File: config.mk
export PLATFORM = sky130hd
export DESIGN_NAME = dsi_packet_assembler
export DESIGN_NICKNAME = d
export VERILOG_FILES = /design/src/rtl/dsi_pkg.sv /design/src/rtl/crc_calculator.sv /design/src/rtl/dsi_pkt_out_reg.sv /design/src/rtl/ecc_calc.sv /design/src/rtl/dsi_packet_assembler.sv
export SDC_FILE = /design/constraint.sdc
export NUM_CORES = 1
export LEC_CHECK = 0
export CAP_MARGIN = 20
export CORE_ASPECT_RATIO = 0.75
export CORE_MARGIN = 2
export CORE_UTILIZATION = 34
export DETAILED_ROUTE_END_ITERATION = 8
export GPL_TIMING_DRIVEN = 1
export PLACE_DENSITY = 0.62
export SYNTH_ARGS = -nofsm -noshare
export SYNTH_HDL_FRONTEND = slang
export SYNTH_HIERARCHICAL = 1
export SYNTH_SLANG_ARGS = --single-unit
export TNS_END_PERCENT = 50
File: constraint.sdc
create_clock -name clk -period 4.25 [get_ports clk]
set_input_delay 0.6375 -clock clk [delete_from_list [all_inputs] [get_ports clk]]
set_output_delay 0.6375 -clock clk [all_outputs]
set_load 0.02 [all_outputs]
File: src/rtl/dsi_pkg.sv
// rtl/dsi_pkg.sv - shared DSI packet types, data-type codes and header field widths
package dsi_pkg;

    typedef enum logic [1:0] {
        ST_IDLE    = 2'd0,
        ST_HEADER  = 2'd1,
        ST_PAYLOAD = 2'd2,
        ST_FOOTER  = 2'd3
    } dsi_state_t;

    localparam logic [5:0] DT_DCS_SHORT_WR = 6'h05;
    localparam logic [5:0] DT_DCS_LONG_WR  = 6'h39;
    localparam logic [5:0] DT_NULL         = 6'h09;

    localparam int VC_W  = 2;
    localparam int DT_W  = 6;
    localparam int DI_W  = VC_W + DT_W;
    localparam int WC_W  = 16;
    localparam int ECC_W = 8;

    localparam logic [15:0] CRC_INIT = 16'hFFFF;

endpackage

File: src/rtl/crc_calculator.sv
// rtl/crc_calculator.sv - byte-serial CRC-16 (x^16+x^12+x^5+1, LSB first) over up to four bytes per write
module crc_calculator
    import dsi_pkg::*;
(
    input  logic        clk,
    input  logic        reset_n,
    input  logic        clear,
    input  logic        data_write,
    input  logic [31:0] data_in,
    input  logic [1:0]  bytes_number,
    output logic [15:0] crc_output_sync
);

    logic [15:0] crc_q;
    logic [15:0] crc_d;

    // Reflected table-free byte update: x folds the incoming byte with the low CRC byte.
    function automatic logic [15:0] crc_byte(input logic [15:0] crc, input logic [7:0] d);
        logic [7:0] x;
        x = crc[7:0] ^ d;
        x = x ^ {x[3:0], 4'h0};
        return {8'h00, crc[15:8]} ^ {x, 8'h00} ^ {5'b00000, x, 3'b000} ^ {12'h000, x[7:4]};
    endfunction

    always_comb begin
        crc_d = crc_q;
        for (int i = 0; i < 4; i++) begin
            if (i <= int'(bytes_number)) begin
                crc_d = crc_byte(crc_d, data_in[8*i +: 8]);
            end
        end
    end

    always_ff @(posedge clk or negedge reset_n) begin
        if (!reset_n) begin
            crc_q <= CRC_INIT;
        end else if (clear) begin
            crc_q <= CRC_INIT;
        end else if (data_write) begin
            crc_q <= crc_d;
        end
    end

    assign crc_output_sync = crc_q;

endmodule

File: src/rtl/dsi_pkt_out_reg.sv
// rtl/dsi_pkt_out_reg.sv - single-entry output word register with valid/ready handshake
module dsi_pkt_out_reg (
    input  logic        clk,
    input  logic        reset_n,
    input  logic        load,
    input  logic [31:0] load_data,
    input  logic [1:0]  load_bytes,
    input  logic        load_last,
    output logic        slot_free,
    output logic [31:0] out_data,
    output logic [1:0]  out_bytes,
    output logic        out_last,
    output logic        out_valid,
    input  logic        out_ready
);

    assign slot_free = !out_valid || out_ready;

    always_ff @(posedge clk or negedge reset_n) begin
        if (!reset_n) begin
            out_data  <= 32'h0;
            out_bytes <= 2'd0;
            out_last  <= 1'b0;
            out_valid <= 1'b0;
        end else if (load) begin
            out_data  <= load_data;
            out_bytes <= load_bytes;
            out_last  <= load_last;
            out_valid <= 1'b1;
        end else if (out_ready) begin
            out_last  <= 1'b0;
            out_valid <= 1'b0;
        end
    end

endmodule

File: src/rtl/ecc_calc.sv
// rtl/ecc_calc.sv - DSI packet header ECC (6-bit Hamming code over the 24-bit header, P7/P6 zero)
module ecc_calc
    import dsi_pkg::*;
(
    input  logic [DI_W+WC_W-1:0] hdr,
    output logic [ECC_W-1:0]     ecc
);

    // Each mask selects the header bits covered by one parity bit P0..P5.
    assign ecc = {2'b00,
                  ^(hdr & 24'hEFFC00),
                  ^(hdr & 24'hDF03F0),
                  ^(hdr & 24'hB8E38E),
                  ^(hdr & 24'h749A6D),
                  ^(hdr & 24'hF2555B),
                  ^(hdr & 24'hF12CB7)};

endmodule

File: src/rtl/dsi_packet_assembler.sv
// rtl/dsi_packet_assembler.sv - DSI packet builder: header+ECC, payload, CRC footer (CRC under DSI_PKT_CRC_EN)
module dsi_packet_assembler
    import dsi_pkg::*;
(
    input  logic        clk,
    input  logic        reset_n,
    input  logic        pkt_valid,
    output logic        pkt_ready,
    input  logic        pkt_long,
    input  logic [1:0]  pkt_vc,
    input  logic [5:0]  pkt_dt,
    input  logic [15:0] pkt_wc,
    input  logic [31:0] pld_data,
    input  logic        pld_valid,
    output logic        pld_ready,
    output logic [31:0] out_data,
    output logic [1:0]  out_bytes,
    output logic        out_last,
    output logic        out_valid,
    input  logic        out_ready,
    output logic        busy
);

    dsi_state_t  state_q, state_d;
    logic [7:0]  di_q;
    logic [15:0] wc_q;
    logic        long_q;
    logic [15:0] rem_q;

    logic        slot_free;
    logic        load;
    logic [31:0] load_data;
    logic [1:0]  load_bytes;
    logic        load_last;
    logic        crc_clear;
    logic        crc_write;
    logic [15:0] crc_value;
    logic [7:0]  ecc;
    logic [1:0]  pld_bytes;

    ecc_calc u_ecc (
        .hdr (ebb_hdr()),
        .ecc (ecc)
    );

    function automatic logic [23:0] ebb_hdr();
        return {wc_q, di_q};
    endfunction

`ifdef DSI_PKT_CRC_EN
    crc_calculator u_crc (
        .clk             (clk),
        .reset_n         (reset_n),
        .clear           (crc_clear),
        .data_write      (crc_write),
        .data_in         (pld_data),
        .bytes_number    (pld_bytes),
        .crc_output_sync (crc_value)
    );
`else
    // Footer reports "checksum not computed"; the strobes have no consumer in this build.
    logic crc_unused;
    assign crc_unused = crc_clear ^ crc_write;
    assign crc_value  = 16'h0000;
`endif

    dsi_pkt_out_reg u_out (
        .clk        (clk),
        .reset_n    (reset_n),
        .load       (load),
        .load_data  (load_data),
        .load_bytes (load_bytes),
        .load_last  (load_last),
        .slot_free  (slot_free),
        .out_data   (out_data),
        .out_bytes  (out_bytes),
        .out_last   (out_last),
        .out_valid  (out_valid),
        .out_ready  (out_ready)
    );

    // Valid bytes in the current payload word minus one; rem is never zero in PAYLOAD.
    assign pld_bytes = (rem_q >= 16'd4) ? 2'd3 : (rem_q[1:0] - 2'd1);
    assign busy      = (state_q != ST_IDLE);

    always_comb begin
        state_d    = state_q;
        pkt_ready  = 1'b0;
        pld_ready  = 1'b0;
        load       = 1'b0;
        load_data  = 32'h0;
        load_bytes = 2'd0;
        load_last  = 1'b0;
        crc_clear  = 1'b0;
        crc_write  = 1'b0;
        case (state_q)
            ST_IDLE: begin
                pkt_ready = 1'b1;
                if (pkt_valid) begin
                    crc_clear = 1'b1;
                    state_d   = ST_HEADER;
                end
            end
            ST_HEADER: begin
                if (slot_free) begin
                    load       = 1'b1;
                    load_data  = {ecc, wc_q[15:8], wc_q[7:0], di_q};
                    load_bytes = 2'd3;
                    if (!long_q) begin
                        load_last = 1'b1;
                        state_d   = ST_IDLE;
                    end else if (wc_q == 16'd0) begin
                        state_d = ST_FOOTER;
                    end else begin
                        state_d = ST_PAYLOAD;
                    end
                end
            end
            ST_PAYLOAD: begin
                pld_ready = slot_free;
                if (pld_valid && slot_free) begin
                    load       = 1'b1;
                    load_data  = pld_data;
                    load_bytes = pld_bytes;
                    crc_write  = 1'b1;
                    if (rem_q <= 16'd4) begin
                        state_d = ST_FOOTER;
                    end
                end
            end
            ST_FOOTER: begin
                if (slot_free) begin
                    load       = 1'b1;
                    load_data  = {16'h0000, crc_value[15:8], crc_value[7:0]};
                    load_bytes = 2'd1;
                    load_last  = 1'b1;
                    state_d    = ST_IDLE;
                end
            end
            default: state_d = ST_IDLE;
        endcase
    end

    always_ff @(posedge clk or negedge reset_n) begin
        if (!reset_n) begin
            state_q <= ST_IDLE;
            di_q    <= 8'h0;
            wc_q    <= 16'h0;
            long_q  <= 1'b0;
            rem_q   <= 16'h0;
        end else begin
            state_q <= state_d;
            if (state_q == ST_IDLE && pkt_valid) begin
                di_q   <= {pkt_vc, pkt_dt};
                wc_q   <= pkt_wc;
                long_q <= pkt_long;
                rem_q  <= pkt_wc;
            end else if (crc_write) begin
                rem_q <= rem_q - ({14'h0, pld_bytes} + 16'd1);
            end
        end
    end

endmodule

==> impl_metrics.py, run 1 <==
metrics = {
    "timing": {
        "timing.final.crit_share_pct": 77.2,
        "finClkSkew_ps": 5.66,
        "setup_ws_ps": 967,
        "grt_setup_unrepaired": "no",
        "timing_hold_violations_final": 0,
        "worst_slew_pin_slew_ps": 821,
        "final_max_slew_viol_count": 0,
        "hold_slack_ps": 197,
        "period_needed_ps": 3280,
        "fmax_mhz": 305,
        "finalSetupTns_ps": 0,
        "maxSlewHeadroom_pct": 45.3,
        "setup_viol": 0,
    },
    "pwr": {
        "peakVddDrop_v": 0.000396,
        "power_per_cell_area_mw_per_mm2": 926,
        "p_leak_nw": 2.67,
    },
    "worst_setup_path": {
        "path_max_fanout": 5,
        "cp_data_arrival_time_ps": 3510,
        "end_kind": "flop",
        "crit_type": "flop to flop",
        "start_kind": "flop",
        "cp.required_ps": 4470,
    },
    "yosys": {
        "syn_area_per_cell_sq_um": 10.7,
        "synth_top_area_cell": "dfrtp_1",
        "yosysSeqAreaShare_pct": 41.9,
        "synthDistinctLibCells": 55,
        "syn_area_sq_mm": 0.00471,
        "yosysTopAreaCellShare_pct": 41.9,
        "ys_top_cells_by_area": "dfrtp_1, mux2_4, nand2_1",
        "syn_inst": 440,
        "yosys_warnings": 6,
        "ys_ff_latch": 79,
    },
    "grt": {
        "first_global_vias": 3530,
        "grt_usage_pct": 17.2,
        "grt_max_degree": 80,
        "grt-ovfl-total": 0,
        "antenna_found_initial": 0,
        "grt_pass1_wl_microns": 19700,
    },
    "floorplanning": {
        "die_y_microns": 106,
        "rows": 37,
        "ios": 101,
        "die_area_sq_mm": 0.0148,
        "die_x_microns": 140,
        "core_area_sq_mm": 0.0136,
        "start_util_pct": 34.6,
    },
    "finish": {
        "final_nets": 603,
        "mostFrequentLayoutCells": "clkdlybuf4s50_1, nand2_1, dfrtp_1",
        "design_area_sq_mm": 0.00617,
        "layout_commonest_cell": "clkdlybuf4s50_1",
        "fin_util_pct": 45.3,
        "area_growth_pct": 31.0,
        "drive_gt1_share_pct": 14.4,
        "insertedDiodeCount": 0,
    },
    "clock_network": {
        "cts_max_path_buffers": 2,
        "clock-sinks": 79,
        "cts_resized": 0,
        "numCtsBuffers": 9,
        "clk_latency_ps": 340,
        "post-cts-setup-buffers": 0,
        "clk_pin_slew_ps": 60,
        "holdBufCountCts": 0,
        "cts_tree": "done",
        "htree_levels": 3,
        "cts_root_buffer": "clkbuf_16",
    },
    "drt": {
        "postRouteAntennaNets": 0,
        "drt_pass1_iterations": 4,
        "drtIter0Drc": 262,
        "drt-vias-per-instance": 4.92,
        "route.detailed.drc": 0,
        "wl_per_cell_microns": 17.2,
        "wl_microns": 12300,
        "vias": 3516,
    },
    "status": {
        "status": "finished, final reports clean",
    },
    "min_path": {
        "min_path_type": "primary input to asynchronous set/reset pin",
    },
    "flow_run": {
        "cap_viol_max_count": 0,
    },
    "placement": {
        "place_ws_ps": 975,
        "portBuffers": 100,
        "place_congestion": 0.853,
        "hpwl_microns": 9000,
        "place_area_sq_mm": 0.00584,
    },
}
[worst paths after layout]
| path | from | endpoint | slack [ps] | depth (start not counted) |
|---|---|---|---|---|
| setup / recovery | rem_q[5]$_DFFE_PN0P_ | rem_q[6]$_DFFE_PN0P_ | 970 | 9 |
| hold / removal | reset_n | asynchronous set/reset pin | 200 | 1 |
| setup reg to reg | rem_q[5]$_DFFE_PN0P_ | rem_q[6]$_DFFE_PN0P_ | 970 | 9 |
| hold reg to reg | long_q$_DFFE_PN0P_ | long_q$_DFFE_PN0P_ | 510 | 2 |
| max in group asynchronous | reset_n | rem_q[8]$_DFFE_PN0P_ | 3460 | 2 |
| min in group clk | long_q$_DFFE_PN0P_ | long_q$_DFFE_PN0P_ | 510 | 2 |
[critical path, cell delays in order (launching register included)]
cell and delay [ps]:
dfrtp_1 430, or3_4 450, nor3_1 470, nand2_1 220, a21o_1 220, ha_1 230
or4_4 570, a311oi_1 340, xnor2_1 170, o21ai_1 70
[cell usage after synthesis (all sizes together)]
cell type	count
a22o	1
a21o	1
clkbuf	17
or3	5
nor4b	1
mux2	35
nor2b	33
xor2	9
nand2b	2
o21a	1
a21oi	7
dfrtp	79
nand3	4
o31ai	2
or4	3
nand4	1
a211oi	3
xor3	1
or2	2
a22oi	32
o21ai	17
and2	5
and2b	1
a2111oi	2
a2bb2oi	1
xnor2	29
a31oi	3
nor3	5
o221a	1
nor2	14
nor4	7
nand2	81
buf	8
a21bo	1
a311oi	2
xnor3	11
ha	6
inv	6
conb	1
[final cells by class]
cell class | instances | area (sq um)
clock buffers | 13 | 260
clock inverters | 3 | 17.5
fillers | 1305 | 7440
inverters | 6 | 22.5
multi-input cells | 331 | 2580
flip-flops and latches | 79 | 1980
well taps | 175 | 219
repair buffers | 108 | 1100
[kinds of logic after synthesis]
family / synth area share (%)
AND/OR/NAND/NOR: 18.0
other: 0.0796
buffers and inverters: 3.74
AO/OA/AOI/OAI: 11.1
multiplexers: 10.6
flip-flops: 41.9
XOR/XNOR: 13.0
adder cells (fa/ha/maj): 1.59
[metrics by stage]
step	power [mW]	std cells
4_1_cts	5.74	713
3_5_place_dp	4.96	697
6_report	5.71	715
2_1_floorplan	4.13	441
5_1_grt	6.09	715
3_3_place_gp	4.92	697
[registers in the layout, indices dropped and copies added (netlist names), 2 cells and up, named ones only]
register / cells
u_out/out_bytes: 2
rem_q: 16
di_q: 8
u_out/out_data: 32
wc_q: 16
[where the power goes]
part | total [mW] | internal [mW] | switching [mW]
Sequential | 1.48 | 1.08 | 0.401
Clock | 0.726 | 0.426 | 0.300
Combinational | 3.50 | 2.00 | 1.50
[routing by layer]
layer	track usage, %	share of wire (%)	vias up
li1	-	-	1712
met1	26.0	52	1689
met2	24.8	41	99
met3	3.87	5.4	16
met4	4.29	1.0	0
met5	0	0	-
Power figures use the tool's default switching activity.
==> run 2, diff against run 1 <==
--- a/config.mk
+++ b/config.mk
@@ -11,7 +11,7 @@
 export CORE_UTILIZATION = 34
 export DETAILED_ROUTE_END_ITERATION = 8
 export GPL_TIMING_DRIVEN = 1
-export PLACE_DENSITY = 0.62
+export PLACE_DENSITY = 0.64
 export SYNTH_ARGS = -nofsm -noshare
 export SYNTH_HDL_FRONTEND = slang
 export SYNTH_HIERARCHICAL = 1
==> constraint.sdc (replaced) <==
create_clock -name clk -period 2.8 [get_ports clk]
set_input_delay 0.42 -clock clk [delete_from_list [all_inputs] [get_ports clk]]
set_output_delay 0.42 -clock clk [all_outputs]
set_load 0.02 [all_outputs]
==> run 2 against run 1 <==
Effect of this change: the flow now finishes with violations (hold timing); global-route usage is 1.2 points higher; register-to-register slack worse by 890 ps; fmax up 20%; worst hold slack got worse by 210 ps; clock power up 65%; final cell count grew 1.3%; largest power group unchanged; sequential share of layout area shrank 0.78 points; power rose by 55%; flip-flop and latch count stayed put; combinational power rose by 55%.
==> impl_metrics.py, run 2 (synthesized netlist as in run 1, its figures left out) <==
metrics = {
    "finish": {
        "drive_gt1_share_pct": 17.1,
        "fillers": 1293,
        "reg.largest.list": "u_out/out_data x32, rem_q x16, wc_q x16",
        "top_register": "u_out/out_data",
        "layout.cells.non_filler": 724,
        "largest_register_ffs": 32,
        "area_growth_pct": 34.2,
        "layout_commonest_cell": "clkdlybuf4s50_1",
        "mostFrequentLayoutCells": "clkdlybuf4s50_1, nand2_1, dfrtp_1",
        "regArea_sq_mm": 0.00198,
        "final_nets": 612,
        "insertedDiodeCount": 0,
        "design_area_sq_mm": 0.00633,
        "multi_input_area_sq_mm": 0.00262,
    },
    "grt": {
        "grt_max_degree": 80,
        "first_global_vias": 3773,
        "grt_usage_pct": 18.3,
        "grt_pass1_wl_microns": 21000,
        "antenna_found_initial": 0,
        "grt-ovfl-total": 0,
    },
    "floorplanning": {
        "die_area_sq_mm": 0.0148,
        "core_area_sq_mm": 0.0136,
        "ios": 101,
        "die_y_microns": 106,
        "start_util_pct": 34.6,
        "rows": 37,
        "die_x_microns": 140,
    },
    "worst_setup_path": {
        "cp_data_arrival_time_ps": 2950,
        "start_kind": "flop",
        "crit_type": "flop to flop",
        "path_max_fanout": 5,
        "end_kind": "flop",
        "cp.required_ps": 3020,
    },
    "timing": {
        "timing_hold_violations_final": 24,
        "worst_slew_pin_slew_ps": 812,
        "hold_slack_ps": -17.2,
        "timing.final.crit_share_pct": 97.4,
        "setup_viol": 0,
        "fmax_mhz": 367,
        "final_max_slew_viol_count": 0,
        "finalSetupTns_ps": 0,
        "grt_setup_unrepaired": "yes",
        "maxSlewHeadroom_pct": 45.9,
        "period_needed_ps": 2730,
        "finClkSkew_ps": 7.94,
    },
    "clock_network": {
        "cts_root_buffer": "clkbuf_16",
        "cts_max_path_buffers": 2,
        "numCtsBuffers": 9,
        "cts_resized": 0,
        "htree_levels": 3,
        "clk_pin_slew_ps": 60,
        "cts_tree": "done",
        "clk_latency_ps": 340,
        "clock-sinks": 79,
    },
    "pwr": {
        "power_per_cell_area_mw_per_mm2": 1400,
        "pwr-share-comb_pct": 61.2,
        "swShare_pct": 38.6,
        "p_seq_share_pct": 25.3,
        "p_leak_nw": 2.72,
        "peakVddDrop_v": 0.000712,
        "clkPwrFrac_pct": 13.5,
        "power_mw": 8.87,
        "switchingPower_mw": 3.42,
        "p_int_mw": 5.45,
    },
    "drt": {
        "route.detailed.drc": 0,
        "drt-vias-per-instance": 5.03,
        "wl_microns": 12900,
        "postRouteAntennaNets": 0,
        "vias": 3642,
        "drt_pass1_iterations": 4,
        "drtIter0Drc": 239,
        "wl_per_cell_microns": 17.8,
    },
    "placement": {
        "dp.cells": 704,
        "hpwl_microns": 9390,
        "place_area_sq_mm": 0.00598,
        "portBuffers": 100,
        "place_congestion": 0.885,
    },
    "flow_run": {
        "cap_viol_max_count": 0,
    },
    "min_path": {
        "min_path_type": "primary input to asynchronous set/reset pin",
    },
    "status": {
        "violations": "hold timing",
        "status": "finished, violations left",
    },
}
-- run 2: per-layer routing --
layer	global-route usage, %	wire [microns]	vias to the layer above
li1	-	-	1729
met1	27.0	6360	1787
met4	4.71	120	0
met3	4.10	773	14
met5	0	0	-
met2	27.3	5650	112
-- run 2: area by class of cell --
type                    count  share of cell area, %
flip-flops and latches     79                   31.3
clock inverters             5                  0.910
clock buffers              11                   3.84
inverters                   6                  0.356
well taps                 175                   3.46
multi-input cells         331                   41.5
repair buffers            117                   18.7
-- run 2: path summary, 6_finish.rpt --
path,depth (start not counted),endpoint,slack (ps),startpoint
setup / recovery,9,rem_q[6]$_DFFE_PN0P_,70,rem_q[13]$_DFFE_PN0P_
min in group clk,1,u_out/out_last$_DFFE_PN0P_,510,u_out/out_last$_DFFE_PN0P_
hold reg to reg,1,u_out/out_last$_DFFE_PN0P_,510,u_out/out_last$_DFFE_PN0P_
hold / removal,1,u_out/out_data[20]$_DFFE_PN0P_,-20,reset_n
setup reg to reg,9,rem_q[6]$_DFFE_PN0P_,70,rem_q[13]$_DFFE_PN0P_
max in group asynchronous,2,rem_q[9]$_DFFE_PN0P_,2220,reset_n
-- run 2: power groups by stage --
| stage | clock network [mW] | logic (mW) | registers [mW] |
|---|---|---|---|
| 6_report | 1.20 | 5.43 | 2.25 |
| 5_1_grt | 1.26 | 5.89 | 2.33 |
| 4_1_cts | 1.22 | 5.48 | 2.25 |
| 3_5_place_dp | 0 | 5.41 | 2.26 |
| 3_3_place_gp | 0 | 5.36 | 2.23 |
| 2_1_floorplan | 0 | 3.98 | 2.31 |
-- run 2: per-stage QoR --
step	setup WS (ps)	util, %
after floorplan	-2.09	-
after global placement	123	43.9
after detailed placement	67.0	43.9
after CTS	50.3	46.1
after global routing	-46.3	46.5
final	73.3	46.5
-- run 2: critical path, cell delays in order, from the launching register on --
cell,delay [ps]
dfrtp_1,410
or4_4,570
nor3_4,150
nand2_2,100
a21o_1,170
ha_2,190
or4_4,490
a311oi_2,300
xnor2_1,150
o21ai_1,90
-- run 2: repair_timing --
action / 4_1_cts / 5_1_grt
setup endpoints to repair: 0 / 5
buffers inserted: 0 / 3
hold buffers: 0 / 0
endpoints found under the hold margin: 0 / 0
==> run 3, diff against run 2 <==
--- a/config.mk
+++ b/config.mk
@@ -11,7 +11,8 @@
 export CORE_UTILIZATION = 34
 export DETAILED_ROUTE_END_ITERATION = 8
 export GPL_TIMING_DRIVEN = 1
-export PLACE_DENSITY = 0.64
+export MAX_ROUTING_LAYER = met4
+export PLACE_DENSITY = 0.62
 export SYNTH_ARGS = -nofsm -noshare
 export SYNTH_HDL_FRONTEND = slang
 export SYNTH_HIERARCHICAL = 1
==> constraint.sdc (replaced) <==
create_clock -name clk -period 2.63 [get_ports clk]
set_input_delay 0.3945 -clock clk [delete_from_list [all_inputs] [get_ports clk]]
set_output_delay 0.3945 -clock clk [all_outputs]
set_load 0.02 [all_outputs]
==> run 3 against run 2 <==
Effect of this change: the run ends with setup timing left; clock skew decreased by 0.63 ps; register-to-register slack got worse by 110 ps; clock-buffer cell count increased by 1; sequential power increased by 5%; flip-flop and latch count unchanged; clock power about the same; combinational power increased by 7.9%; largest cell class unchanged.
==> impl_metrics.py, run 3 (synthesized netlist as in run 1, its figures left out) <==
metrics = {
    "worst_setup_path": {
        "cpPeakStageDelay_ps": 580,
        "path_max_fanout": 5,
        "cpMostUsedCell": "or4_4",
        "rr_endpoint": "rem_q[10]$_DFFE_PN0P_",
        "start_kind": "flop",
        "r2r_start": "rem_q[13]$_DFFE_PN0P_",
        "ff2ff_setup_slack_ps": -30,
        "crit_type": "flop to flop",
        "end_kind": "flop",
        "cp.required_ps": 2840,
        "cpMaxStageDelayCell": "or4_4",
        "cp_data_arrival_time_ps": 2870,
        "rr_worst_depth": 9,
        "path_cells": "or4_4, nor3_4, nand2_2, a21o_1, ha_2, or4_4, a211oi_2, a21bo_2, a31oi_1",
    },
    "finish": {
        "reg.largest.list": "u_out/out_data x32, rem_q x16, wc_q x16",
        "area_growth_pct": 35.0,
        "drive_gt1_share_pct": 18.2,
        "regArea_sq_mm": 0.00198,
        "largest_register_ffs": 32,
        "mostFrequentLayoutCells": "clkdlybuf4s50_1, nand2_1, dfrtp_1",
        "fin_util_pct": 46.8,
        "layout_commonest_cell": "clkdlybuf4s50_1",
        "design_area_sq_mm": 0.00636,
        "multi_input_area_sq_mm": 0.00262,
        "top_register": "u_out/out_data",
        "fillers": 1284,
        "insertedDiodeCount": 0,
        "final_nets": 620,
        "layout.cells.non_filler": 731,
    },
    "placement": {
        "hpwl_microns": 9630,
        "portBuffers": 100,
        "place_area_sq_mm": 0.00607,
        "place_congestion": 0.857,
        "place_ws_ps": -29.6,
        "dp.cells": 715,
    },
    "status": {
        "violations": "setup timing",
        "status": "finished, violations left",
    },
    "clock_network": {
        "clock-sinks": 79,
        "post-cts-setup-buffers": 0,
        "clk_latency_ps": 340,
        "htree_levels": 3,
        "cts_root_buffer": "clkbuf_16",
        "cts_max_path_buffers": 2,
        "clk_pin_slew_ps": 60,
        "cts_tree": "done",
        "numCtsBuffers": 9,
    },
    "floorplanning": {
        "ios": 101,
        "core_area_sq_mm": 0.0136,
        "die_y_microns": 106,
        "start_util_pct": 34.6,
        "rows": 37,
        "die_x_microns": 140,
        "die_area_sq_mm": 0.0148,
    },
    "grt": {
        "grt_pass1_wl_microns": 20900,
        "first_global_vias": 3757,
        "antenna_found_initial": 0,
        "grt-ovfl-total": 0,
        "grt_max_degree": 65,
        "grt_usage_pct": 18.6,
    },
    "drt": {
        "drt-vias-per-instance": 5.05,
        "postRouteAntennaNets": 0,
        "wl_microns": 13100,
        "route.detailed.drc": 0,
        "drtIter0Drc": 237,
        "vias": 3689,
        "wl_per_cell_microns": 17.9,
        "drt_pass1_iterations": 4,
    },
    "timing": {
        "finalSetupTns_ps": -97.5,
        "setup_ws_ps": -32.6,
        "finClkSkew_ps": 7.31,
        "timing.final.crit_share_pct": 101,
        "period_needed_ps": 2660,
        "timing_hold_violations_final": 0,
        "worst_slew_pin_slew_ps": 810,
        "fmax_mhz": 376,
        "final_max_slew_viol_count": 0,
        "hold_slack_ps": 464,
        "grt_setup_unrepaired": "yes",
        "setup_viol": 4,
        "maxSlewHeadroom_pct": 46.0,
    },
    "pwr": {
        "p_leak_nw": 2.76,
        "power_per_cell_area_mw_per_mm2": 1480,
        "power_mw": 9.41,
        "peakVddDrop_v": 0.000844,
    },
    "flow_run": {
        "cap_viol_max_count": 0,
    },
    "min_path": {
        "min_path_type": "primary input to asynchronous set/reset pin",
    },
}
run 3: timing repair:
item | in CTS | in global routing
hold buffers | 1 | 0
gates resized for setup | 1 | 0
endpoints found under the setup margin | 4 | 6
hold endpoints to repair | 15 | 0
pin swaps | 2 | 2
run 3: per-layer routing:
layer  track usage (%)  routed length, microns  part of all wire [%]  vias to the layer above
met3              3.65                     689                   5.3                       11
met5                 -                       0                     0                        -
met2              25.9                    5570                    43                      118
met1              28.0                    6670                    51                     1812
li1                  -                       -                     -                     1748
met4              4.29                     129                  0.99                        0
run 3: worst max path at each step:
stage / start / end / slack, ps / cells after the start
after floorplan: rem_q[13]$_DFFE_PN0P_ / rem_q[14]$_DFFE_PN0P_ / -170 / 9
after global placement: rem_q[13]$_DFFE_PN0P_ / rem_q[14]$_DFFE_PN0P_ / 20 / 9
after detailed placement: rem_q[13]$_DFFE_PN0P_ / rem_q[12]$_DFFE_PN0P_ / -30 / 10
after CTS: rem_q[13]$_DFFE_PN0P_ / rem_q[10]$_DFFE_PN0P_ / -50 / 8
after global routing: rem_q[13]$_DFFE_PN0P_ / rem_q[12]$_DFFE_PN0P_ / -140 / 10
final: rem_q[13]$_DFFE_PN0P_ / rem_q[10]$_DFFE_PN0P_ / -30 / 9
run 3: power by group:
part	switching, mW	internal (mW)	total (mW)
Sequential	0.609	1.75	2.36
Clock	0.487	0.708	1.20
Combinational	2.51	3.35	5.86
Total	3.60	5.81	9.41
run 3: layout make-up:
type	instances	share of cell area (%)
Sequential cell	79	31.1
Inverter	6	0.354
Clock inverter	3	0.275
Clock buffer	12	4.19
Timing Repair Buffer	125	19.5
Multi-Input combinational cell	331	41.2
Tap cell	175	3.44
run 3: worst max-delay path, delay by kind of cell (launching register included):
kind,cells,cell delay (ps)
AO/OA/AOI/OAI,4,690
adder cells (fa/ha/maj),1,180
flip-flops,1,380
AND/OR/NAND/NOR,4,1300
